### src/rtl/td4_pkg.sv
// Shared types and constants for the td4 writable program store.
package td4_pkg;

    localparam int TD4_ADR_W  = 4;
    localparam int TD4_DATA_W = 8;
    localparam int TD4_DEPTH  = 2 ** TD4_ADR_W;

    // Boot sequencer states; the core runs only in RUN.
    typedef enum logic [2:0] {
        HOLD,
        LOAD,
        CHECK,
        RELEASE,
        RUN,
        ERROR
    } td4_ld_state_t;

endpackage

### src/rtl/td4_prog_loader_if.sv
// Host-side byte stream and status flags of the program loader.
interface td4_prog_loader_if
    import td4_pkg::*;
#(
    parameter int DATA_W = TD4_DATA_W
);

    logic              ld_start;
    logic              ld_valid;
    logic [DATA_W-1:0] ld_data;
    logic              ld_ready;
    logic              ld_done;
    logic              ld_err;

    modport master (
        output ld_start, ld_valid, ld_data,
        input  ld_ready, ld_done, ld_err
    );

    modport slave (
        input  ld_start, ld_valid, ld_data,
        output ld_ready, ld_done, ld_err
    );

endinterface

### src/rtl/td4_prog_ram.sv
// Program register file: one synchronous write port, one asynchronous read
// port feeding the core's instruction fetch.
module td4_prog_ram
    import td4_pkg::*;
#(
    parameter int ADR_W  = TD4_ADR_W,
    parameter int DATA_W = TD4_DATA_W
) (
    input  logic              clk,
    input  logic              reset,
    input  logic              we,
    input  logic [ADR_W-1:0]  wadr,
    input  logic [DATA_W-1:0] wdata,
    input  logic [ADR_W-1:0]  radr,
    output logic [DATA_W-1:0] rdata
);

    localparam int DEPTH = 2 ** ADR_W;

    logic [DATA_W-1:0] mem [DEPTH];

    // Clear every entry on reset, otherwise store the accepted byte.
    // NOTE: the array is cleared through reset on purpose so a freshly reset
    // core never fetches stale code; that rules out a RAM macro, which is fine
    // at this depth.
    always_ff @(posedge clk) begin
        if (reset) begin
            for (int i = 0; i < DEPTH; i++) begin
                mem[i] <= '0;
            end
        end else if (we) begin
            mem[wadr] <= wdata;
        end
    end

    // Asynchronous read keeps the timing of the ROM this store replaces.
    assign rdata = mem[radr];

endmodule

### src/rtl/td4_prog_loader.sv
// Boot sequencer for the td4 core: holds the core in reset while the host
// streams a program plus a checksum byte, and releases it only after a
// checksum-clean load.
module td4_prog_loader
    import td4_pkg::*;
#(
    parameter int ADR_W  = TD4_ADR_W,
    parameter int DATA_W = TD4_DATA_W
) (
    input  logic                 clk,
    input  logic                 reset,
    td4_prog_loader_if.slave     ld,
    input  logic [ADR_W-1:0]     cpu_adr,
    output logic [DATA_W-1:0]    cpu_data,
    output logic                 cpu_reset
);

    td4_ld_state_t     state_q, state_d;
    logic [ADR_W-1:0]  cnt_q, cnt_d;
    logic [DATA_W-1:0] sum_q, sum_d;
    logic [DATA_W-1:0] sum_next;
    logic              ready;
    logic              beat;
    logic              we;

    // Flags are pure decodes of the registered state, so they are glitch-free.
    assign ready        = (state_q == LOAD) || (state_q == CHECK);
    assign ld.ld_ready  = ready;
    assign ld.ld_done   = (state_q == RUN);
    assign ld.ld_err    = (state_q == ERROR);
    assign cpu_reset    = (state_q != RUN);

    assign beat     = ld.ld_valid & ready;
    assign sum_next = sum_q + ld.ld_data;

    // State, byte counter and running checksum registers.
    // NOTE: sequential state uses non-blocking assignments so every register
    // samples the pre-edge values, independent of statement order.
    always_ff @(posedge clk) begin
        if (reset) begin
            state_q <= HOLD;
            cnt_q   <= '0;
            sum_q   <= '0;
        end else begin
            state_q <= state_d;
            cnt_q   <= cnt_d;
            sum_q   <= sum_d;
        end
    end

    // Next-state logic; a start request outranks any same-cycle beat.
    // NOTE: every variable gets its default before the case so no path leaves
    // one unassigned and infers a latch.
    always_comb begin
        state_d = state_q;
        cnt_d   = cnt_q;
        sum_d   = sum_q;
        we      = 1'b0;
        unique case (state_q)
            HOLD, RUN, ERROR, LOAD, CHECK: begin
                if (ld.ld_start) begin
                    state_d = LOAD;
                    cnt_d   = '0;
                    sum_d   = '0;
                end else if (beat && state_q == LOAD) begin
                    we    = 1'b1;
                    sum_d = sum_next;
                    cnt_d = cnt_q + 1'b1;
                    if (cnt_q == '1) begin
                        state_d = CHECK;
                    end
                end else if (beat && state_q == CHECK) begin
                    // Checksum byte is consumed but never stored.
                    state_d = (sum_next == '0) ? RELEASE : ERROR;
                end
            end
            RELEASE: state_d = RUN;
            default: state_d = HOLD;
        endcase
    end

    td4_prog_ram #(
        .ADR_W  (ADR_W),
        .DATA_W (DATA_W)
    ) u_ram (
        .clk   (clk),
        .reset (reset),
        .we    (we),
        .wadr  (cnt_q),
        .wdata (ld.ld_data),
        .radr  (cpu_adr),
        .rdata (cpu_data)
    );

endmodule

### src/flat_wrapper.sv
// flat-port wrapper written by rule: the top's interface ports become plain ports
module td4_prog_loader_flat import td4_pkg::*;
#(
    parameter int ADR_W  = TD4_ADR_W,
    parameter int DATA_W = TD4_DATA_W
)
  (clk, reset, cpu_adr, cpu_data, cpu_reset, ld_ld_start, ld_ld_valid, ld_ld_data, ld_ld_ready, ld_ld_done, ld_ld_err);
  td4_prog_loader_if #(.DATA_W(DATA_W)) ld_i ();
  input  logic clk;
  input  logic reset;
  input  logic [ADR_W-1:0] cpu_adr;
  output logic [DATA_W-1:0] cpu_data;
  output logic cpu_reset;
  input wire logic [$bits(ld_i.ld_start)-1:0] ld_ld_start;
  input wire logic [$bits(ld_i.ld_valid)-1:0] ld_ld_valid;
  input wire logic [$bits(ld_i.ld_data)-1:0] ld_ld_data;
  output wire logic [$bits(ld_i.ld_ready)-1:0] ld_ld_ready;
  output wire logic [$bits(ld_i.ld_done)-1:0] ld_ld_done;
  output wire logic [$bits(ld_i.ld_err)-1:0] ld_ld_err;
  assign ld_i.ld_start = ld_ld_start;
  assign ld_i.ld_valid = ld_ld_valid;
  assign ld_i.ld_data = ld_ld_data;
  assign ld_ld_ready = ld_i.ld_ready;
  assign ld_ld_done = ld_i.ld_done;
  assign ld_ld_err = ld_i.ld_err;
  td4_prog_loader #(.ADR_W(ADR_W), .DATA_W(DATA_W)) u_core (.clk(clk), .reset(reset), .ld(ld_i), .cpu_adr(cpu_adr), .cpu_data(cpu_data), .cpu_reset(cpu_reset));
endmodule
### config.mk
export PLATFORM = sky130hd
export DESIGN_NAME = td4_prog_loader_flat
export DESIGN_NICKNAME = d
export VERILOG_FILES = /design/src/rtl/td4_pkg.sv /design/src/rtl/td4_prog_loader_if.sv /design/src/rtl/td4_prog_ram.sv /design/src/rtl/td4_prog_loader.sv /design/src/flat_wrapper.sv
export SDC_FILE = /design/constraint.sdc
export NUM_CORES = 1
export LEC_CHECK = 0
export CAP_MARGIN = 10
export CORE_MARGIN = 2
export CORE_UTILIZATION = 65
export DETAILED_ROUTE_END_ITERATION = 10
export GPL_ROUTABILITY_DRIVEN = 0
export GPL_TIMING_DRIVEN = 1
export HOLD_SLACK_MARGIN = 0.06
export PLACE_DENSITY = 0.83
export SYNTH_ARGS = -nofsm -noshare
export SYNTH_HDL_FRONTEND = slang
export SYNTH_SLANG_ARGS = --single-unit
### constraint.sdc
create_clock -name clk -period 3.3 [get_ports clk]
set_clock_uncertainty 0.05 [all_clocks]
set_input_delay 0.33 -clock clk [delete_from_list [all_inputs] [get_ports clk]]
set_output_delay 0.33 -clock clk [all_outputs]
set_load 0.02 [all_outputs]
---- After elaboration in Yosys (flattened, before gate mapping) ----
Memories as Yosys holds them, arrays and structs flattened.
Cells that the tools add are included.
cells by class
  $add $sub $neg .......................... 2
  eq/ne operators ......................... 9
  mux-type cells .......................... 21
  bitwise logic cells ..................... 1
  reductions and logical operators ........ 10
operators with widths
  cell                                                                   count
  8-bit two-way mux                                                      3
  3-bit two-way mux                                                      5
  4-bit two-way mux                                                      3
  1-bit two-way mux                                                      9
  8-bit adder                                                            1
  8-bit zero test                                                        1
  8-bit OR reduction                                                     1
  3-bit by 2-bit equality test with 1-bit output, second input constant  2
  3-bit equality test, second input constant                             2
  3-bit case mux with 2 select lines                                     1
  5-bit OR reduction                                                     1
  4-bit by 1-bit adder with 4-bit output, second input constant          1
  4-bit equality test, second input constant                             1
  4-bit by 2-bit != test with 1-bit output, second input constant        1
  4-bit != test, second input constant                                   1
  2-bit AND reduction                                                    2
  3-bit by 1-bit equality test with 1-bit output, second input constant  1
  3-bit zero test                                                        1
  3-bit != test, second input constant                                   1
  1-bit logical AND                                                      2
  2-bit nonzero test                                                     1
  1-bit AND                                                              1
  1-bit logical OR                                                       1
storage, ports and cells
  flip-flop bits (word level) ............. 15
  memory bits (writable) .................. 128
  input bits .............................. 16
  logic and storage cells ................. 47
  memories ................................ 1
memories
  name              depth  width  read ports  clocked after Yosys merged registers in  write ports  RTL line            RTL
  u_core.u_ram.mem  16     8      1           0                                        16           td4_prog_ram.sv:20  logic [DATA_W-1:0] mem [DEPTH];

---- Logic depth before layout (Yosys ltp) ----
  word-level depth ........................ 12
  gate-level depth with buffers ........... 8

---- Hierarchy ----
Synthesis repeated with hierarchy kept, for this count alone.
second synthesis, totals
  cell total of the unflattened synthesis .. 504
  area, all modules ....................... 6,906.6 um^2
modules (own cells, without submodules)
  module           instances  cells an instance  area each (um^2)
  td4_prog_ram     1          375                5,861.9
  td4_prog_loader  1          129                1,044.8

---- Worst setup path after synthesis ----
OpenSTA, ideal clock, no wires.
  kind .................................... input -> register
  from .................................... input ld_ld_data[0]
  to ...................................... register u_core.state_q[1]
  arrival time ............................ 2.133 ns
  required time ........................... 3.147 ns
  slack ................................... 1.013 ns
  stages .................................. 7
  path buffers ............................ 0
  cell sequence ........................... ha_1 > fa_1 > xor2_1 > or3_1 > nor4_4 > nand2_2 > a2111oi_2
between the ends
  word-level cells in the longest chain between the ends .. 7
ends and longest elaborated chain
  what                                RTL line               RTL
  start, declared                     flat_wrapper.sv:16     input wire logic [$bits(ld_i.ld_data)-1:0] ld_ld_data;
  8-bit adder                         td4_prog_loader.sv:34  assign sum_next = sum_q + ld.ld_data;
  8-bit zero test                     td4_prog_loader.sv:74  state_d = (sum_next == '0) ? RELEASE : ERROR;
  3-bit two-way mux                   td4_prog_loader.sv:74
  3-bit two-way mux                   td4_prog_loader.sv:72  end else if (beat && state_q == CHECK) begin
  3-bit two-way mux                   td4_prog_loader.sv:65  end else if (beat && state_q == LOAD) begin
  3-bit two-way mux                   td4_prog_loader.sv:61  if (ld.ld_start) begin
  3-bit case mux with 2 select lines  td4_prog_loader.sv:59  unique case (state_q)
  end signal, assigned                td4_prog_loader.sv:45  state_q <= state_d;
  end, declared                       td4_prog_loader.sv:18  td4_ld_state_t state_q, state_d;
No other way between the ends. The select of a mux whose other input is x is not followed.
A chain may end at the register's enable or synchronous reset.

---- Worst setup path in the final report ----
  from .................................... input cpu_adr[1]
  to ...................................... output cpu_data[1]
between the ends
  word-level cells in the longest chain between the ends .. 1
ends and longest elaborated chain
  what               RTL line            RTL
  start, declared    flat_wrapper.sv:11  input logic [ADR_W-1:0] cpu_adr;
  memory 16 x 8 bit  n/a
  end, declared      flat_wrapper.sv:12  output logic [DATA_W-1:0] cpu_data;
No other way between the ends.

==> results.tsv <==
stage	metric	value	unit
logic_synthesis	yosys.area.top_type_share	0.554	
logic_synthesis	synth_edf_count	128	
power_and_ir_drop	power.internal	3.39	mW
logic_synthesis	synthFlopType	edfxtp_1	
setup_path	path_class	in2out	
power_and_ir_drop	switching_share	0.208	
timing	tightest_slew	0.802	ns
global_route	grt_max_degree	33	
timing	holdWs	0.426	ns
floorplan	core_area	10300	um2
power_and_ir_drop	p_seq_frac	0.479	
clock_network	h-tree-depth	4	
logic_synthesis	synth_seq_cells	143	
clock_network	ctsHoldBuffers	0	
floorplan	dieArea	11500	um2
setup_path	reg2regPathDepth	7	
logic_synthesis	yosys.cell_count.top_type	and2_1	
hold_path	min_path_type	reg2reg	
floorplan	start_util	0.672	
timing	setup_tns	0	ns
floorplan	num_rows	37	
power_and_ir_drop	comb_power_share	0.077	
timing	hold_viol	0	
clock_network	cts_buffer_depth	2	
hold_path	min_from	u_core.sum_q[7]	
timing	slew_violations	0	
global_route	grt_pass1_wl	24400	um
logic_synthesis	syn_area	6940	um2
setup_path	worstPathMaxFanout	32	
timing	max_freq	0.344	GHz
route	drc	0	
layout	regArea	4140	um2
clock_network	cts_root_buffer	clkbuf_8	
logic_synthesis	ys.warnings.count	0	
timing	grt_setup_unrepaired	no	
setup_path	worstReg2RegEnd	u_core.state_q[1]	
hold_path	worstHoldEndpoint	u_core.sum_q[7]	
setup_path	crit_arrival	2.52	ns
global_route	grt.overflow.total	0	
layout	fin_nets	552	
timing	setup_viol	0	
setup_path	reg2reg_slack	0.90	ns
logic_synthesis	syn_avg_cell_area	14.6	um2
timing	fin_crit	2.90	ns
route	ant_nets	0	
route	routed_via_density	6.26	
route	wl	15600	um
layout	final_core_util	0.782	
floorplan	fp.dieH	107	um
setup_path	critPathLaunchType	input port	
layout	multi_input_area	2650	um2
power_and_ir_drop	clock_power_share	0.444	
route	dr.pass1.iters	7	
floorplan	num_io_pins	28	
timing	fin_ws	0.396	ns
setup_path	worst_r2r_startpoint	u_core.sum_q[0]	
power_and_ir_drop	ir_drop	0.307	mV
clock_network	cts.sinks	143	
power_and_ir_drop	switchingPower	0.892	mW
logic_synthesis	netlist_top_cells_count	and2_1 (129), edfxtp_1 (128), mux4_2 (40)	
route	post_drt_wl_per_cell	23.2	um
global_route	grt_usage	0.296	
power_and_ir_drop	p_per_area	531	nW/um2
global_route	grt_antenna_before_repair	0	
outcome	status	finished, final reports clean	
logic_synthesis	yosys-top-cells-area	edfxtp_1 (55%), mux4_2 (13%), and2_1 (12%), dfxtp_1 (4.3%), ha_1 (2.0%)	
logic_synthesis	synthDistinctLibCells	46	
clock_network	postCtsSetupRepairBufs	0	
power_and_ir_drop	leakagePower	3.00	nW
layout	area_growth	16.3	%
hold_path	hold_path_depth	2	
clock_network	path_clk_slew	0.06	ns
logic_synthesis	synthCells	474	
clock_network	tritoncts	done	
job	max-cap-violations	0	
route	drtIter0Drc	412	
floorplan	die_w	107	um
clock_network	cts_resized	0	
place	dpl.hpwl	10400	um
logic_synthesis	ys_seq_area_frac	0.597	
logic_synthesis	synth_top_area_cell	edfxtp_1	
place	portBuffers	27	
logic_synthesis	syn_nets	502	
layout	nFillCells	575	
logic_synthesis	ys_async_sr_fraction	0	
timing	max-slew-margin-rel	0.464	
layout	drive_gt1_frac	0.233	
timing	period_share	0.880	
setup_path	end_kind	output pin	
place	place_ws	0.397	ns
global_route	grt_pass1_vias	4292	
clock_network	insertion_delay	0.53	ns
setup_path	cp_data_required_time	2.92	ns
route	via_count	4207	
clock_network	cts_made_buffers	17	
layout	diodes	0	
-- stage by stage --
| stage | cell area [um2] | std cells | power [mW] |
|---|---|---|---|
| after floorplan | 6940 | 474 | 2.28 |
| after detailed placement | 7490 | 641 | 2.42 |
| after CTS | 8070 | 672 | 4.30 |
| final | 8070 | 672 | 4.28 |
| after global placement | 7490 | 641 | 2.41 |
| after global routing | 8070 | 672 | 4.39 |
-- worst max-delay path, stage by stage --
cell and delay (ns):
clkdlybuf4s50_1 0.51, buf_12 0.23, mux4_2 0.36, mux4_2 0.52
clkdlybuf4s50_1 0.56
-- cell families after synthesis --
group,synth area share
flip-flops,0.597
multiplexers,0.130
adder cells (fa/ha/maj),0.0227
AO/OA/AOI/OAI,0.0415
AND/OR/NAND/NOR,0.180
buffers and inverters,0.0209
XOR/XNOR,0.00757
-- layout make-up --
cell class | count | share of cell area
Clock inverter | 9 | 0.0175
Tap cell | 136 | 0.0211
Sequential cell | 143 | 0.514
Multi-Input combinational cell | 300 | 0.328
Timing Repair Buffer | 56 | 0.0630
Clock buffer | 22 | 0.0537
Inverter | 6 | 0.00279
-- sequential cells by signal (all words and copies together) (netlist names) --
| register | cells |
|---|---|
| u_core.u_ram.mem | 128 |
| u_core.sum_q | 8 |
| u_core.cnt_q | 4 |
| u_core.state_q | 3 |
-- layer usage --
layer | part of all wire | vias up | global-route usage
met4 | 0.028 | 0 | 0.113
met3 | 0.085 | 35 | 0.0666
met5 | 0 | - | 0
li1 | - | 1856 | -
met2 | 0.51 | 237 | 0.492
met1 | 0.38 | 2079 | 0.385
-- power by group through the flow --
stage               Combinational [mW]  Sequential [mW]  Clock, mW
floorplan                        0.202             2.07          0
detailed placement               0.327             2.09          0
CTS                              0.330             2.05       1.91
finish                           0.329             2.05       1.90
global placement                 0.321             2.09          0
global route                     0.349             2.06       1.99
-- cell usage in the layout, fill, tap and decap left out, drive strengths merged, types with 11 or more instances in the layout --
| cell | Yosys | layout |
|---|---|---|
| clkbuf | 10 | 22 |
| dfxtp | 15 | 15 |
| ha | 11 | 11 |
| nor2 | 25 | 25 |
| edfxtp | 128 | 128 |
| buf | 15 | 30 |
| and2 | 129 | 129 |
| or2 | 16 | 16 |
| nand2 | 11 | 11 |
| mux4 | 40 | 40 |
| clkdlybuf4s50 | 0 | 26 |
-- how the worst max path moves through the flow --
stage | start | to | slack (ns) | cells after the start
floorplan | ld_ld_data[0] | u_core.state_q[1] | 1.01 | 7
CTS | cpu_adr[1] | cpu_data[1] | 0.39 | 5
finish | cpu_adr[1] | cpu_data[1] | 0.40 | 5
global route | u_core.u_ram.mem[10][4] | cpu_data[4] | 0.37 | 3
detailed placement | ld_ld_data[0] | u_core.state_q[1] | 0.40 | 8
global placement | cpu_adr[1] | cpu_data[1] | 0.42 | 5
Power figures use the tool's default switching activity.
